===== src/rtl/stream_mux_nch.sv =====
// rtl/stream_mux_nch.sv - registered N-channel stream multiplexer with fixed-select and round-robin modes
module stream_mux_nch #(
  parameter  int N_CH  = 4,
  parameter  int W     = 8,
  localparam int SEL_W = $clog2(N_CH)
) (
  input  logic              clk,
  input  logic              rst_n,
  input  logic              mode,
  input  logic [SEL_W-1:0]  sel,
  input  logic [N_CH-1:0]   in_valid,
  input  logic [N_CH*W-1:0] in_data,
  output logic [N_CH-1:0]   in_ready,
  output logic              out_valid,
  output logic [W-1:0]      out_data,
  output logic [SEL_W-1:0]  out_ch,
  input  logic              out_ready
);

  logic             out_valid_q, out_valid_d;
  logic [W-1:0]     out_data_q, out_data_d;
  logic [SEL_W-1:0] out_ch_q, out_ch_d;
  logic [SEL_W-1:0] rr_ptr_q, rr_ptr_d;

  logic             load_en;
  logic [SEL_W-1:0] grant;
  logic             grant_valid;
  int               rr_idx;

  // The output register can take a new beat when empty or being drained this cycle.
  assign load_en = !out_valid_q || out_ready;

  // Pick the granted channel: direct select, or first valid channel at/after rr_ptr.
  always_comb begin
    grant       = '0;
    grant_valid = 1'b0;
    rr_idx      = 0;
    if (!mode) begin
      if (int'(sel) < N_CH) begin
        grant       = sel;
        grant_valid = in_valid[sel];
      end
    end else begin
      // Walk offsets from farthest to nearest so the nearest valid channel wins.
      for (int k = N_CH - 1; k >= 0; k--) begin
        rr_idx = (int'(rr_ptr_q) + k) % N_CH;
        if (in_valid[rr_idx]) begin
          grant       = SEL_W'(rr_idx);
          grant_valid = 1'b1;
        end
      end
    end
  end

  // One-hot ready to the granted producer only; forced low while in reset.
  always_comb begin
    in_ready = '0;
    if (rst_n && load_en && grant_valid) begin
      in_ready[grant] = 1'b1;
    end
  end

  // Next state of the output register and the round-robin pointer.
  always_comb begin
    out_valid_d = out_valid_q;
    out_data_d  = out_data_q;
    out_ch_d    = out_ch_q;
    rr_ptr_d    = rr_ptr_q;
    if (load_en) begin
      out_valid_d = grant_valid;
      if (grant_valid) begin
        out_data_d = in_data[int'(grant)*W +: W];
        out_ch_d   = grant;
      end
    end
    // The pointer only advances past a channel that actually transferred in round-robin mode.
    if (load_en && grant_valid && mode) begin
      rr_ptr_d = (int'(grant) == N_CH - 1) ? '0 : grant + 1'b1;
    end
  end

  // State registers; reset discards any held beat and restarts arbitration at channel 0.
  always_ff @(posedge clk or negedge rst_n) begin
    if (!rst_n) begin
      out_valid_q <= 1'b0;
      out_data_q  <= '0;
      out_ch_q    <= '0;
      rr_ptr_q    <= '0;
    end else begin
      out_valid_q <= out_valid_d;
      out_data_q  <= out_data_d;
      out_ch_q    <= out_ch_d;
      rr_ptr_q    <= rr_ptr_d;
    end
  end

  assign out_valid = out_valid_q;
  assign out_data  = out_data_q;
  assign out_ch    = out_ch_q;

endmodule


===== config.mk =====
export PLATFORM = sky130hd
export DESIGN_NAME = stream_mux_nch
export DESIGN_NICKNAME = d
export VERILOG_FILES = /design/src/rtl/stream_mux_nch.sv
export SDC_FILE = /design/constraint.sdc
export NUM_CORES = 1
export LEC_CHECK = 0
export CAP_MARGIN = 20
export CORE_ASPECT_RATIO = 0.8
export CORE_MARGIN = 2
export CORE_UTILIZATION = 41
export CTS_CLUSTER_SIZE = 24
export DETAILED_ROUTE_END_ITERATION = 10
export PLACE_DENSITY = 0.81
export SLEW_MARGIN = 20
export SYNTH_ARGS = -nofsm -noshare
export SYNTH_HDL_FRONTEND = slang
export SYNTH_SLANG_ARGS = --single-unit

===== constraint.sdc =====
create_clock -name clk -period 2.6 [get_ports clk]
set_input_delay 0.39 -clock clk [delete_from_list [all_inputs] [get_ports clk]]
set_output_delay 0.39 -clock clk [all_outputs]
set_load 0.02 [all_outputs]

==> results of run 1 <==
==> power by group through the flow <==
stage | Sequential, uW | Combinational (uW) | Clock (uW)
after floorplan | 384 | 358 | 0
after global placement | 333 | 695 | 0
after global routing | 354 | 828 | 139
after detailed placement | 337 | 722 | 0
final | 346 | 773 | 132
after CTS | 336 | 752 | 126
==> cell families (layout without fill, tap and decap cells) <==
family,count (synthesis),count (layout),synth area share
compound gates,53,53,0.391
simple gates,32,32,0.141
buf+inv,30,113,0.127
flops,13,13,0.275
mux,5,5,0.0560
fa+ha+maj,1,1,0.0106
==> state kept, by name, summed over array words and instances (netlist names) <==
register,count
out_valid,1
out_data,8
rr_ptr_q,2
out_ch,2
==> per-stage QoR <==
step,hold WS [ns],TNS [ns],utilization,setup slack (ns)
2_1_floorplan,0.0944,0,-,0.294
3_3_place_gp,0.460,-1.47,0.682,-0.357
3_5_place_dp,0.477,-2.35,0.682,-0.470
4_1_cts,0.456,-0.0245,0.732,-0.0245
5_1_grt,0.455,0,0.734,0.00513
6_report,0.441,0,0.734,0.0315
==> worst max-delay path: cells and delay by family <==
kind / cells / cell delay (ns)
buffers and inverters: 13 / 2.00
muxes: 2 / 0.32
and+or+nand+nor: 1 / 0.08
==> cell usage after synthesis, drive strengths merged <==
library cell   n
a211oi         1
and2b          1
o31ai          8
nor4           1
a311oi        16
a221oi         8
o211ai         1
o21ai          3
o211a          1
nand2b         3
nor2b          2
or4            1
nor2           7
buf           12
nor3b          1
mux2           3
and3           1
o311a          1
mux2i          1
nor4bb         1
a31oi          2
or2            1
mux4           1
nor4b          1
nor3           1
a31o           1
ha             1
clkbuf         1
nand2         11
inv           17
a2111oi        8
a21boi         2
a21oi          1
dfrtp         13
==> layer usage <==
| layer | part of all wire | routed length, um | track usage | vias up |
|---|---|---|---|---|
| met2 | 0.48 | 2060 | 0.464 | 82 |
| li1 | - | - | - | 698 |
| met4 | 0.024 | 100 | 0.123 | 0 |
| met1 | 0.42 | 1770 | 0.322 | 697 |
| met5 | 0 | 0 | 0 | - |
| met3 | 0.076 | 322 | 0.0411 | 12 |
==> cell type report <==
class	instances	area [um^2]	area share
sequential	13	328	0.163
multi-input combinational	91	732	0.363
tap	38	47.5	0.0236
inverter	17	63.8	0.0317
timing repair buffer	92	816	0.405
clock inverter	1	5.00	0.00248
clock buffer	3	22.5	0.0112
==> what timing repair did <==
action / in CTS / in global routing
setup endpoints to repair: 4 / 5
gates resized for setup: 19 / 9
setup buffers: 13 / 1
pin swaps: 0 / 1
==> worst max path at each step <==
stage / start / endpoint / slack (ns) / cells after the start
after global placement: in_valid[0] / in_ready[3] / -0.36 / 8
after floorplan: in_valid[0] / in_ready[1] / 0.29 / 6
after global routing: sel[0] / out_valid$_DFFE_PN0N_ / 0.005 / 16
final: sel[0] / out_valid$_DFFE_PN0N_ / 0.03 / 16
after CTS: sel[1] / in_ready[0] / -0.02 / 7
after detailed placement: in_valid[3] / in_ready[0] / -0.47 / 8
==> qor.csv, run 1 <==
stage,metric,value,unit
yosys,ys_seq_area_frac,0.275,
yosys,synth_nets,177,
clocking,clk_pin_slew,0.09,ns
clocking,clk_latency,0.28,ns
clocking,cts_buffers,3,
timing,hold_viol,0,
route,dr_total_vias,1489,
placed_design,dpl_cell_area,1870,um^2
power,vdd_drop_max,0.285,mV
finish,design_area,2010,um^2
setup_path,crit_type,in -> reg,
setup_path,r2r.worst_path.cells,7,
placed_design,dpl.cell_count,237,
die,fp-row-count,17,
timing,finalCritPeriodShare,0.988,
setup_path,cp-start-kind,input port,
finish,n_fill_cell,195,
timing,maxSlewHeadroom,0.539,
yosys,synth.area.top_cells,"dfrtp_1, a311oi_1, a2111oi_0",
finish,area_delta_synth_final,70.2,%
timing,timing.fmax,389,MHz
route,drc,0,
finish,final_common_cell,clkdlybuf4s50_1,
power,power.density,621,nW/um^2
timing,finalSetupViolCount,0,
yosys,syn_area,1180,um^2
power,total_power,1250,uW
timing,clock_skew,0.00394,ns
setup_path,cp_max_fo,2,
timing,rsz0062_at_grt,no,
yosys,yosysWarningCount,0,
timing,period_minus_slack,2.57,ns
yosys,synth_top_area_frac,0.275,
die,dieWidth,64.1,um
setup_path,timing.rr.end,out_data[0]$_DFFE_PN0P_,
power,power_frac_clock,0.105,
power,pwr-share-seq,0.277,
clocking,cts_max_level,1,
yosys,yosys.area.top_type,dfrtp_1,
yosys,synth_cells,134,
clocking,clockRootBuffer,clkbuf_4,
die,dieArea,3340,um^2
setup_path,crit_path_top_delay_cell,clkdlybuf4s50_1,
power,p_leak,0.000872,uW
timing,slew_viol_final,0,
run,max_cap_violations,0,
timing,worstMarginPinSlew,0.675,ns
clocking,cts_sinks,13,
placed_design,portBuffers,56,
setup_path,regToRegStartpoint,rr_ptr_q[1]$_DFFE_PN0P_,
route,drt-total-wl,4.25,mm
yosys,synth-seq-cells,13,
setup_path,r2r_slack,0.39,ns
route,drt-pass1-iter-count,4,
min_path,hold_class,in -> async,
setup_path,arrival,2.79,ns
route,ant_nets,0,
finish,drive_gt1_frac,0.281,
route,wl_per_cell,16.6,um
finish,finalNetCount,261,
die,ioPinCount,57,
clocking,clock_path_buffers,2,
power,power_frac_comb,0.618,
setup_path,critPathRequiredTime,2.82,ns
finish,layout.cells.non_filler,255,
placed_design,place_congestion,0.882,
power,power.internal,721,uW
die,die_h,52.1,um
power,p_sw,530,uW
placed_design,hpwlAfterDp,3.08,mm
setup_path,path_common_cell,buf_4,
global_route,grt_max_degree,17,
global_route,grt_usage,0.265,
global_route,overflow,0,
die,start_util,0.431,
global_route,antenna_found_initial,0,
global_route,grt_pass1_wl,6.72,mm
finish,antenna_cells,0,
setup_path,crit_chain,clkdlybuf4s50_1 > mux4_2 > mux2i_2 > buf_4 > buf_4 > buf_4 > buf_4 > buf_4 > buf_4 > buf_4 > buf_4 > buf_4 > buf_4 > buf_4 > buf_4 > nand2b_1,
clocking,cts_tree,yes,
setup_path,max_stage_delay,0.52,ns
global_route,grt_pass1_vias,1396,
route,routed_via_density,5.84,
power,switching_share,0.424,
clocking,cts_hold_buf,0,
yosys,netlist-cell-type-count,41,
yosys,synth_area_per_cell,8.83,um^2
die,core-area,2740,um^2
finish,layout_common_cells,"clkdlybuf4s50_1, buf_4, inv_1, a311oi_1",
route,drtIter0Drc,176,
outcome,outcome,"finished, final reports clean",
setup_path,endpoint_kind,flip-flop,
(Power assumes the default switching activity.)
==> inputs of run 2 (changes only) <==
==> constraint.sdc (replaced) <==
create_clock -name clk -period 2.6 [get_ports clk]
set_input_delay 0.52 -clock clk [delete_from_list [all_inputs] [get_ports clk]]
set_output_delay 0.52 -clock clk [all_outputs]
set_load 0.02 [all_outputs]
==> qor.csv, run 2 (synthesis gave the netlist of run 1 again) <==
stage,metric,value,unit
timing,period_minus_slack,2.53,ns
route,drt-pass1-iter-count,4,
placed_design,portBuffers,56,
die,dieWidth,64.1,um
global_route,antenna_found_initial,0,
global_route,grt_max_degree,17,
clocking,clockRootBuffer,clkbuf_4,
setup_path,startpoint,in_valid[1],
global_route,grt_pass1_vias,1482,
clocking,cts_sinks,13,
min_path,hold_class,reg -> reg,
timing,hold_viol,0,
timing,maxSlewHeadroom,0.561,
power,vdd_drop_max,0.411,mV
finish,layout_common_cells,"clkdlybuf4s50_1, buf_4, inv_1, a311oi_1, dfrtp_1",
placed_design,place_congestion,0.921,
timing,slew_viol_final,0,
clocking,cts_max_level,1,
finish,area_delta_synth_final,67.2,%
timing,finalCritPeriodShare,0.973,
power,power_frac_comb,0.632,
power,pwr-share-seq,0.271,
finish,final_common_cell,clkdlybuf4s50_1,
finish,largest_reg_flops,8,
route,drtIter0Drc,70,
setup_path,crit_chain,clkdlybuf4s15_1 > a21boi_2 > a211oi_2 > o211a_1 > nor2_2 > ha_1 > and3_1 > buf_2,
clocking,clock_path_buffers,2,
finish,drive_gt1_frac,0.283,
setup_path,critPathRequiredTime,2.08,ns
route,drc,0,
clocking,cts_buffers,3,
setup_path,cp_max_fo,6,
power,p_leak,0.000847,uW
power,p_sw,528,uW
timing,fin_tns_setup,0,ns
clocking,cts_tree,yes,
run,max_cap_violations,0,
setup_path,arrival,2.01,ns
power,power.internal,742,uW
setup_path,crit_path_top_delay_cell,clkdlybuf4s15_1,
route,drt-total-wl,4.18,mm
setup_path,max_stage_delay,0.25,ns
setup_path,r2r_slack,0.22,ns
clocking,cts_hold_buf,0,
die,ioPinCount,57,
route,dr_total_vias,1440,
global_route,grt_pass1_wl,6.84,mm
setup_path,worstSetupEndpoint,in_ready[3],
setup_path,regToRegStartpoint,rr_ptr_q[0]$_DFFE_PN0P_,
die,core-area,2740,um^2
clocking,clk_pin_slew,0.08,ns
timing,timing.fmax,395,MHz
outcome,outcome,"finished, final reports clean",
finish,antenna_cells,0,
route,wl_per_cell,16.7,um
route,ant_nets,0,
setup_path,endpoint_kind,output port,
setup_path,crit_type,in -> out,
global_route,grt_usage,0.269,
die,fp-row-count,17,
power,switching_share,0.416,
placed_design,hpwlAfterDp,3.23,mm
timing,clock_skew,0.00419,ns
die,dieArea,3340,um^2
setup_path,cp-start-kind,input port,
die,die_h,52.1,um
global_route,overflow,0,
timing,worstMarginPinSlew,0.642,ns
setup_path,timing.rr.end,out_data[5]$_DFFE_PN0P_,
power,power_frac_clock,0.097,
power,power.density,642,nW/um^2
timing,finalSetupViolCount,0,
finish,finalNetCount,256,
setup_path,r2r.worst_path.cells,8,
clocking,clk_latency,0.27,ns
route,routed_via_density,5.76,
finish,utilization,0.721,
die,start_util,0.431,
-- run 2: cell count changes in the layout (fill, tap and decap cells not counted), sizes merged --
cell | previous run | this run
clkdlybuf4s15 | 2 | 1
buf | 36 | 35
clkinv | 1 | 0
dlymetal6s2s | 1 | 0
dlygate4sd2 | 3 | 1
clkbuf | 6 | 7
-- run 2: critical path: cells and delay by family --
kind	cells	cell delay, ns
buf+inv	2	0.40
fa+ha+maj	1	0.20
simple gates	2	0.23
compound gates	3	0.65
-- run 2: worst min-delay path by stage --
stage          cells after the start                 endpoint                    start
6_report                           2  out_data[2]$_DFFE_PN0P_  out_data[2]$_DFFE_PN0P_
3_3_place_gp                       2  out_data[2]$_DFFE_PN0P_  out_data[2]$_DFFE_PN0P_
4_1_cts                            2  out_data[2]$_DFFE_PN0P_  out_data[2]$_DFFE_PN0P_
3_5_place_dp                       2  out_data[2]$_DFFE_PN0P_  out_data[2]$_DFFE_PN0P_
2_1_floorplan                      0    out_ch[0]$_DFFE_PN0P_                    rst_n
5_1_grt                            2  out_data[6]$_DFFE_PN0P_  out_data[6]$_DFFE_PN0P_
-- run 2: stage by stage --
stage | hold slack, ns | setup slack [ns] | instances | power (uW) | area (um^2)
2_1_floorplan | 0.224 | 0.0344 | 134 | 741 | 1180
3_3_place_gp | 0.463 | -0.597 | 243 | 1060 | 1920
3_5_place_dp | 0.486 | -0.763 | 243 | 1100 | 1920
4_1_cts | 0.506 | -0.000160 | 249 | 1240 | 1950
5_1_grt | 0.533 | -0.00376 | 250 | 1350 | 1980
6_report | 0.501 | 0.0711 | 250 | 1270 | 1980
-- run 2: cell type report --
type                            instances  area (um^2)
Clock buffer                            4         26.3
Timing Repair Buffer                   87          757
Tap cell                               38         47.5
Multi-Input combinational cell         91          758
Sequential cell                        13          327
Fill cell                             212          764
Inverter                               17         63.8
-- run 2: power by group through the flow --
stage	Clock [uW]	Combinational [uW]	Sequential (uW)
6_report	123	803	344
4_1_cts	126	778	333
3_3_place_gp	0	733	328
2_1_floorplan	0	358	384
5_1_grt	139	861	351
3_5_place_dp	0	763	334
-- run 2: repair_timing --
item	in CTS	in global routing
pin swaps	0	6
setup endpoints to repair	6	4
gates resized for setup	30	14
buffers inserted	2	1
-- run 2: layer usage --
metal	share of wire	global-route usage	vias to the layer above
met5	0	0	-
met4	0.015	0.109	0
met3	0.060	0.0303	6
met2	0.51	0.469	58
met1	0.42	0.341	689
li1	-	-	687
==> inputs of run 3 (changes only) <==
MAX_ROUTING_LAYER = met4   (was default)
==> qor.csv, run 3 (synthesis gave the netlist of run 1 again) <==
stage,metric,value,unit
outcome,outcome,"finished, final reports clean",
finish,layout.cells.non_filler,250,
power,power.density,640,nW/um^2
die,core-area,2740,um^2
die,dieWidth,64.1,um
route,drt-pass1-iter-count,4,
timing,slew_viol_final,0,
route,drc,0,
setup_path,critPathRequiredTime,2.08,ns
route,drtIter0Drc,73,
clocking,cts_buffers,3,
timing,fin_ws,0.0745,ns
placed_design,pre_cts_slack,-0.763,ns
timing,period_minus_slack,2.53,ns
clocking,clock_path_buffers,2,
clocking,clockRootBuffer,clkbuf_4,
route,drt-met1-wl,1.69,mm
clocking,cts_max_level,1,
placed_design,dpl.cell_count,243,
timing,finalSetupViolCount,0,
power,vdd_drop_max,0.411,mV
clocking,cts_tree,yes,
finish,finalNetCount,256,
global_route,grt_usage,0.277,
die,start_util,0.431,
min_path,hold_class,reg -> reg,
timing,clock_skew,0.00742,ns
placed_design,dpl_cell_area,1920,um^2
clocking,clk_latency,0.27,ns
setup_path,crit_type,in -> out,
finish,design_area,1980,um^2
route,routed_via_density,5.73,
route,dr_total_vias,1432,
global_route,overflow,0,
finish,largest_reg_flops,8,
run,max_cap_violations,0,
route,route.top_layer_used,met4,
timing,maxSlewHeadroom,0.564,
finish,utilization,0.721,
global_route,grt_pass1_wl,6.86,mm
finish,antenna_cells,0,
timing,hold_viol,0,
global_route,grt_pass1_vias,1478,
placed_design,portBuffers,56,
route,drt-total-wl,4.15,mm
power,p_leak,0.000847,uW
setup_path,arrival,2.01,ns
route,ant_nets,0,
finish,final_common_cell,clkdlybuf4s50_1,
setup_path,cp_max_fo,6,
global_route,antenna_found_initial,0,
global_route,grt_max_degree,17,
clocking,cts_sinks,13,
setup_path,endpoint_kind,output port,
finish,drive_gt1_frac,0.283,
clocking,clk_pin_slew,0.08,ns
timing,timing.fmax,396,MHz
timing,worstMarginPinSlew,0.637,ns
finish,area_delta_synth_final,67.2,%
route,wl_per_cell,16.6,um
die,dieArea,3340,um^2
clocking,cts_hold_buf,0,
route,dr_wl_met3,279,um
die,ioPinCount,57,
die,die_h,52.1,um
timing,finalCritPeriodShare,0.971,
placed_design,place_congestion,0.937,
placed_design,hpwlAfterDp,3.23,mm
route,met2_length,2.11,mm
setup_path,cp-start-kind,input port,
die,fp-row-count,17,
finish,layout_common_cells,"clkdlybuf4s50_1, buf_4, inv_1, a311oi_1, dfrtp_1",
[run 3: area by class of cell]
cell class / count / area (um^2)
multi-input cells: 91 / 758
fillers: 212 / 764
well taps: 38 / 47.5
repair buffers: 87 / 757
clock buffers: 4 / 26.3
inverters: 17 / 63.8
flip-flops and latches: 13 / 327
[run 3: final timing paths]
kind | startpoint | end | slack, ns | depth (start not counted)
hold / removal | out_data[1]$_DFFE_PN0P_ | out_data[1]$_DFFE_PN0P_ | 0.50 | 2
setup reg to reg | rr_ptr_q[0]$_DFFE_PN0P_ | out_data[5]$_DFFE_PN0P_ | 0.24 | 8
hold reg to reg | out_data[1]$_DFFE_PN0P_ | out_data[1]$_DFFE_PN0P_ | 0.50 | 2
max in group asynchronous | rst_n | rr_ptr_q[1]$_DFFE_PN0P_ | 1.77 | 2
setup / recovery | in_valid[1] | in_ready[3] | 0.07 | 8
min in group asynchronous | rst_n | out_data[6]$_DFFE_PN0P_ | 0.65 | 2
[run 3: critical path: stages]
cell and delay, ns:
clkdlybuf4s15_1 0.25, a21boi_2 0.20, a211oi_2 0.22, o211a_1 0.23
nor2_2 0.07, ha_1 0.20, and3_1 0.16, buf_2 0.15
[run 3: timing repair]
| action | 4_1_cts | 5_1_grt |
|---|---|---|
| gates resized for setup | 30 | 14 |
| endpoints found under the setup margin | 6 | 4 |
| pin swaps | 0 | 6 |
| buffers inserted | 2 | 1 |
[run 3: layer usage]
layer  up-vias  track usage
li1        688            -
met1       663        0.347
met2        69        0.467
met3        12       0.0281
met4         0        0.109
met5         -            -
[run 3: through the flow]
| stage | TNS, ns | hold slack (ns) | total power [uW] |
|---|---|---|---|
| detailed placement | -4.17 | 0.486 | 1100 |
| floorplan | 0 | 0.224 | 741 |
| global placement | -3.08 | 0.463 | 1060 |
| CTS | -0.000160 | 0.506 | 1240 |
| global route | -0.00376 | 0.533 | 1350 |
| finish | 0 | 0.501 | 1270 |
[run 3: power by group]
group / switching [uW] / internal (uW)
clock network: 65.3 / 59.4
logic: 391 / 408
registers: 68.7 / 275
total: 525 / 742
